[config.mk]
export PLATFORM = sky130hd
export DESIGN_NAME = wb_stage_pipe
export DESIGN_NICKNAME = d
export VERILOG_FILES = /design/src/rtl/wb_stage_pipe.sv
export SDC_FILE = /design/constraint.sdc
export NUM_CORES = 1
export LEC_CHECK = 0
export CAP_MARGIN = 20
export CORE_MARGIN = 2
export CORE_UTILIZATION = 30
export DETAILED_ROUTE_END_ITERATION = 10
export MAX_ROUTING_LAYER = met4
export PLACE_DENSITY = 0.65
export SETUP_SLACK_MARGIN = 0.15
export SKIP_LAST_GASP = 1
export SLEW_MARGIN = 15
export SYNTH_ARGS = -nofsm -noshare
export SYNTH_HDL_FRONTEND = slang
export SYNTH_SLANG_ARGS = --single-unit
[constraint.sdc]
create_clock -name clk -period 1.9 [get_ports clk]
set_input_delay 0.19 -clock clk [delete_from_list [all_inputs] [get_ports clk]]
set_output_delay 0.19 -clock clk [all_outputs]
set_load 0.05 [all_outputs]
[src/rtl/wb_stage_pipe.sv]
// Registered writeback stage: 4-way result select with sub-word load extraction,
// misalignment detection, x0/illegal write suppression and a wrapping retire counter.
module wb_stage_pipe #(
  parameter int unsigned XLEN  = 32,
  parameter int unsigned AW    = 5,
  parameter int unsigned CNT_W = 32
) (
  input  logic             clk,
  input  logic             rst,
  input  logic             stall,
  input  logic             flush,
  input  logic             valid_in,
  input  logic             reg_file_write_in,
  input  logic [AW-1:0]    addr_rd,
  input  logic [1:0]       select_mux,
  input  logic [XLEN-1:0]  mem_out,
  input  logic [XLEN-1:0]  alu_out,
  input  logic [XLEN-1:0]  pc_plus4,
  input  logic [XLEN-1:0]  imm,
  input  logic [2:0]       load_funct3,
  output logic [XLEN-1:0]  wb_data,
  output logic [AW-1:0]    addr_out,
  output logic             reg_file_write_out,
  output logic             valid_out,
  output logic             misalign_err,
  output logic [CNT_W-1:0] retire_count
);

  typedef enum logic [1:0] {
    SEL_MEM = 2'b00,
    SEL_ALU = 2'b01,
    SEL_PC4 = 2'b10,
    SEL_IMM = 2'b11
  } sel_e;

  typedef enum logic [2:0] {
    F3_LB  = 3'b000,
    F3_LH  = 3'b001,
    F3_LBU = 3'b100,
    F3_LHU = 3'b101
  } ld_f3_e;

  sel_e             sel;
  logic [1:0]       off;
  logic [7:0]       ld_byte;
  logic [15:0]      ld_half;
  logic [XLEN-1:0]  load_val;
  logic             ld_misaligned;
  logic             misaligned;

  logic [XLEN-1:0]  wb_data_q,  wb_data_d;
  logic [AW-1:0]    addr_q;
  logic             we_q,       we_d;
  logic             valid_q;
  logic             mis_q,      mis_d;
  logic [CNT_W-1:0] cnt_q,      cnt_d;

  assign sel = sel_e'(select_mux);
  assign off = alu_out[1:0];

  always_comb begin
    ld_byte       = mem_out[7:0];
    ld_half       = off[1] ? mem_out[31:16] : mem_out[15:0];
    load_val      = mem_out;
    ld_misaligned = 1'b0;
    case (off)
      2'd0:    ld_byte = mem_out[7:0];
      2'd1:    ld_byte = mem_out[15:8];
      2'd2:    ld_byte = mem_out[23:16];
      default: ld_byte = mem_out[31:24];
    endcase
    // Reserved funct3 encodings fall into the word case.
    case (load_funct3)
      F3_LB:   load_val = {{(XLEN-8){ld_byte[7]}}, ld_byte};
      F3_LBU:  load_val = {{(XLEN-8){1'b0}}, ld_byte};
      F3_LH: begin
        load_val      = {{(XLEN-16){ld_half[15]}}, ld_half};
        ld_misaligned = off[0];
      end
      F3_LHU: begin
        load_val      = {{(XLEN-16){1'b0}}, ld_half};
        ld_misaligned = off[0];
      end
      default: ld_misaligned = (off != 2'b00);
    endcase
  end

  always_comb begin
    misaligned = (sel == SEL_MEM) && ld_misaligned;
    wb_data_d  = load_val;
    case (sel)
      SEL_MEM: wb_data_d = load_val;
      SEL_ALU: wb_data_d = alu_out;
      SEL_PC4: wb_data_d = pc_plus4;
      default: wb_data_d = imm;
    endcase
    we_d  = valid_in && reg_file_write_in && (addr_rd != '0) && !misaligned;
    mis_d = valid_in && misaligned;
    cnt_d = cnt_q + CNT_W'(1);
  end

  // Flush only clears the qualifying flags; data and address are don't-care and simply hold.
  always_ff @(posedge clk) begin
    if (rst) begin
      wb_data_q <= '0;
      addr_q    <= '0;
      we_q      <= 1'b0;
      valid_q   <= 1'b0;
      mis_q     <= 1'b0;
      cnt_q     <= '0;
    end else if (flush) begin
      we_q    <= 1'b0;
      valid_q <= 1'b0;
      mis_q   <= 1'b0;
    end else if (!stall) begin
      wb_data_q <= wb_data_d;
      addr_q    <= addr_rd;
      we_q      <= we_d;
      valid_q   <= valid_in;
      mis_q     <= mis_d;
      if (valid_in) cnt_q <= cnt_d;
    end
  end

  assign wb_data            = wb_data_q;
  assign addr_out           = addr_q;
  assign reg_file_write_out = we_q;
  assign valid_out          = valid_q;
  assign misalign_err       = mis_q;
  assign retire_count       = cnt_q;

endmodule
==> Word level (Yosys, flattened, before mapping) <==
Index checks and enable logic that the tools add are counted.
{ "totals": {"register_bits": 72, "input_bits": 144, "out_inout_bits": 72, "word_cells": 37} }
{ "classes": {"addsub": 1, "n_eq_ne": 7, "muxes": 5, "bitwise": 2, "n_reduce_logical": 16} }
{ "ops": {"columns": ["cell", "count"], "rows": [
  ["case mux 32 bit (4 select lines)", 1],
  ["case mux 32 bit (3 select lines)", 1],
  ["adder 32 x 1 -> 32 bit, second input constant", 1],
  ["case mux 8 bit (3 select lines)", 1],
  ["two-way mux 16 bit", 1],
  ["equality test 3 bit, second input constant", 2],
  ["OR reduction 2 bit", 3],
  ["logical AND 1 bit", 5],
  ["nonzero test 5 bit", 1],
  ["equality test 2 x 1 -> 1 bit, second input constant", 2],
  ["equality test 2 bit, second input constant", 2],
  ["logical NOT 2 bit", 2],
  ["equality test 3 x 1 -> 1 bit, second input constant", 1],
  ["logical NOT 3 bit", 1],
  ["AND reduction 3 bit", 1],
  ["inverter 1 bit", 2],
  ["case mux 1 bit (2 select lines)", 1],
  ["AND reduction 2 bit", 1],
  ["nonzero test 2 bit", 1],
  ["logical NOT 1 bit", 1]
]} }

==> Depth between registers and ports, before layout <==
{ "logic_depth": {"depth_word": 6, "ltp_mapped": 8} }

==> Worst setup path after synthesis <==
No wires, ideal clock.
{ "synth_timing": {"kind": "reg-to-reg", "start": "register cnt_q[3], in the netlist retire_count[3]", "end": "register cnt_q[25], in the netlist retire_count[25]", "arrival_ps": 2025, "t_required_ps": 1777, "slack_ps": -248, "stages_incl_launch_ff": 7, "period_less_slack_ps": 2148, "path_cell_list": "dfxtp_1 > and4_1 > buf_4 > nand2_2 > nor4_4 > and3_1 > mux2_1"} }
{ "synth_via": {"elab_chain_len": 1} }
{ "synth_rtl": {"columns": ["element", "line", "text"], "rows": [
  ["from (decl)", "56", "logic [CNT_W-1:0] cnt_q, cnt_d;"],
  ["from (signal assigned)", "121", "if (valid_in) cnt_q <= cnt_d;"],
  ["adder 32 x 1 -> 32 bit", "99", "cnt_d = cnt_q + CNT_W'(1);"]
]} }
No other way between the ends.
A chain may end at the register's enable or synchronous reset.

==> Worst setup path in the final report <==
{ "layout_timing": {"start": "register cnt_q[2], in the netlist retire_count[2]", "end": "register cnt_q[25], in the netlist retire_count[25]"} }
The elaborated chain is that of the path after synthesis.

==> impl_results.md <==
- CP Data Required Time: 2.12 ns
- DR iter-0 viols: around 270
- Worst-case clock buffer depth: 2
- Vias per cell: 5.475
- Synth cell types: 51
- Post-synth top area share: 0.3363
- Dpl cell area: approximately 6900 sq um
- GRT Total Usage: 0.2414
- Cells after synthesis: 517
- Final Power: about 0.0043 W
- Post-synth EDFFs: 0
- Initial antenna violation count: 0
- Routability cong.: 0.9850
- Width of the die: 123.5 um
- RSZ-0062 raised after global routing: true
- Hpwl dp: roughly 14000 um
- Status: complete, no violations
- Drt wl/cell: 19.28 um
- Final Max Slew Viols: 0
- Delay-heaviest family, CP: simple AND/OR/NAND/NOR gates
- Max stage delay on crit path: 0.43 ns
- DRT Wirelength: 18070 um
- Final Cycle Share: 0.9729
- Hold Vio Cnt, Final: 0
- Num Clock Sinks: 72
- # hold bufs at CTS: 0
- Clk slew on worst S/H paths: around 0.06 ns
- Arrival time worst endpoint: 2.07 ns
- Final min period: about 1.8 ns
- Number of global-route vias before repair: 5050
- Startpoint class of the critical path: flip-flop
- # nets final: 897
- Syn Nets: between 600 and 700
- Final setup skew: 0.005070 ns
- Buf+Inv Stages, Crit Path: 1
- Antenna cells: 0
- Cell area after layout: 7327 sq um
- Grt ovf: 0
- Max FO, Critical Path: 5
- Fraction of layout cells with a size suffix above 1: 0.1836
- HP Class: in -> reg
- First-pass GRT wire length: 27120 um
- Setup crit end kind: flip-flop
- Max_cap viols: 0
- Synth warn: 0
- DRT Pass-1 Iters: 4
- Fmax achieved: 541.0 MHz
- Seq/Total Area, Yosys: 0.3363
- H-tree depth: 3
- Remaining antenna violation count: 0
- Area of the die: ~15000 sq um
- Fin Hold WS: 0.3139 ns
- Clock Latency Late Sink: 0.33 ns
- Post-synth ARST share: 0
- Final setup fails: 0
- Ports: between 200 and 250
- Cells after DPL: 917
- Root Driver: clkbuf_16
- Power Density: 590.0 nW/um^2
- Synth Area per Inst: 8.291 sq um
- Starting Density: 0.3076
- Layout area overhead: 70.93%
- Largest cells by area after synthesis: dfxtp_1, o22ai_1, mux2_2
- Worst rel slew slack: 0.6177
- I/O Buffers: 215
- TritonCTS clock tree: built
- Core area: between 10000 and 15000 sq um
- Largest net degree at the start of global routing: between 70 and 80
- Seq cells post-synth: 72
- Top cell type by total area after synthesis: dfxtp_1
- Drt drc: 0
- CTS buffer count: 9
- Slowest stage cell on the critical path: nor4_4
- Prevailing post-synth register cell: dfxtp_1
- CP Cell Sequence: nor4bb_4 > buf_4 > nand3_4 > nor4_4 > and3_4 > mux2_4
- Worst Setup Path Type: reg -> reg
- Final cell count without fillers: 937
- Maximum VDD drop: 0.0004308 V
- Leakage: around 2.8 nW
- Synthesized area: 4287 sq um
- Tightest Pin Transition: 0.5717 ns
- Std cell rows: 43
- Die height: roughly 120 um
- Via count: 5130
- Final setup TNS: 0 ns
-- layout make-up --
class,instances,area (sq um)
inverter,10,37.54
timing repair buffer,268,2596
clock buffer,12,236.5
tap,180,225.2
multi-input combinational,391,2716
sequential,72,1493
clock inverter,4,22.52
fill,1299,6608
-- metal layers --
| layer | GRT usage | wire length, um |
|---|---|---|
| met1 | 0.3149 | 7800 |
| met2 | 0.3736 | 8419 |
| met3 | 0.03644 | 1348 |
| met4 | 0.09872 | 499 |
| met5 | - | 0 |
-- where the power goes --
| part | total, W | internal (W) | switching (W) |
|---|---|---|---|
| registers | 0.00159 | 0.00156 | 0.0000319 |
| clock network | 0.00153 | 0.000879 | 0.000655 |
| logic | 0.00120 | 0.000593 | 0.000609 |
| total | 0.00432 | 0.00303 | 0.00130 |
-- placed cells by master, fill, tap and decap left out, drive strengths merged, types with 23 or more instances in the layout --
master / instances
a221o: 24
mux2: 28
nand2: 40
o21ai: 33
buf: 56
dfxtp: 72
clkdlybuf4s50: 195
a21oi: 23
o22ai: 53
nor2: 52
-- sequential cells by signal (all words and copies together) (netlist names) --
signal              flops
reg_file_write_out      1
misalign_err            1
valid_out               1
addr_out                5
retire_count           32
wb_data                32
-- worst register-to-register path: stages, from the launching register on --
cell	delay [ns]
dfxtp_4	0.36
nor4bb_4	0.18
buf_4	0.16
nand3_4	0.07
nor4_4	0.43
and3_4	0.26
mux2_4	0.29
-- metrics by stage --
step / setup WS [ns] / util
final: 0.05150 / 0.5258
after global placement: -0.1621 / 0.4976
after global routing: -0.03345 / 0.5258
after detailed placement: -0.1659 / 0.4976
after floorplan: 0.04367 / -
after CTS: 0.1050 / 0.5175
-- synthesized netlist by cell type, types with 2 or more instances --
library cell  number
a211oi_1           8
a21oi_1           23
a221o_1           24
a31oi_1            2
and2_1             4
and3_1             3
and4_1             4
buf_1              7
buf_2             12
buf_4              3
clkbuf_1          22
dfxtp_1           72
inv_1             10
mux2_1             4
mux2_2            24
mux2i_1           10
nand2_1           39
nand2b_1           2
nand3_1            7
nand4_1            8
nand4_2            2
nor2_1            52
nor2b_1            8
nor3_1            12
nor4_1             2
nor4_2             3
o21ai_0           32
o221ai_1          13
o22ai_1           53
o31a_1             6
or3_1              6
xnor2_1           15
xor2_1             7
-- cells by family after synthesis --
group / synth area share
adders and majority gates: 0.002918
xor gates and xnor gates: 0.04495
AOI/OAI and AO/OA: 0.2694
and+or+nand+nor: 0.1909
muxes: 0.1022
buffers and inverters: 0.05342
DFF: 0.3363
-- timing repair --
action | in CTS | in global routing
setup buffers | 2 | 2
endpoints found under the hold margin | 0 | 0
endpoints found under the setup margin | 16 | 30
pin swaps | 2 | 8
resized for setup | 13 | 21
-- final timing paths --
kind,from,end,slack (ns),depth (start not counted)
worst min-delay path,flush,reg_file_write_out$_SDFFE_PP0N_,0.31,3
worst min register to register,addr_out[2]$_SDFFE_PP0P_,addr_out[2]$_SDFFE_PP0P_,0.47,2
worst max-delay path,retire_count[2]$_SDFFE_PP0P_,retire_count[25]$_SDFFE_PP0P_,0.05,6
worst max register to register,retire_count[2]$_SDFFE_PP0P_,retire_count[25]$_SDFFE_PP0P_,0.05,6
No activity file was read; power rests on OpenSTA's default activity.
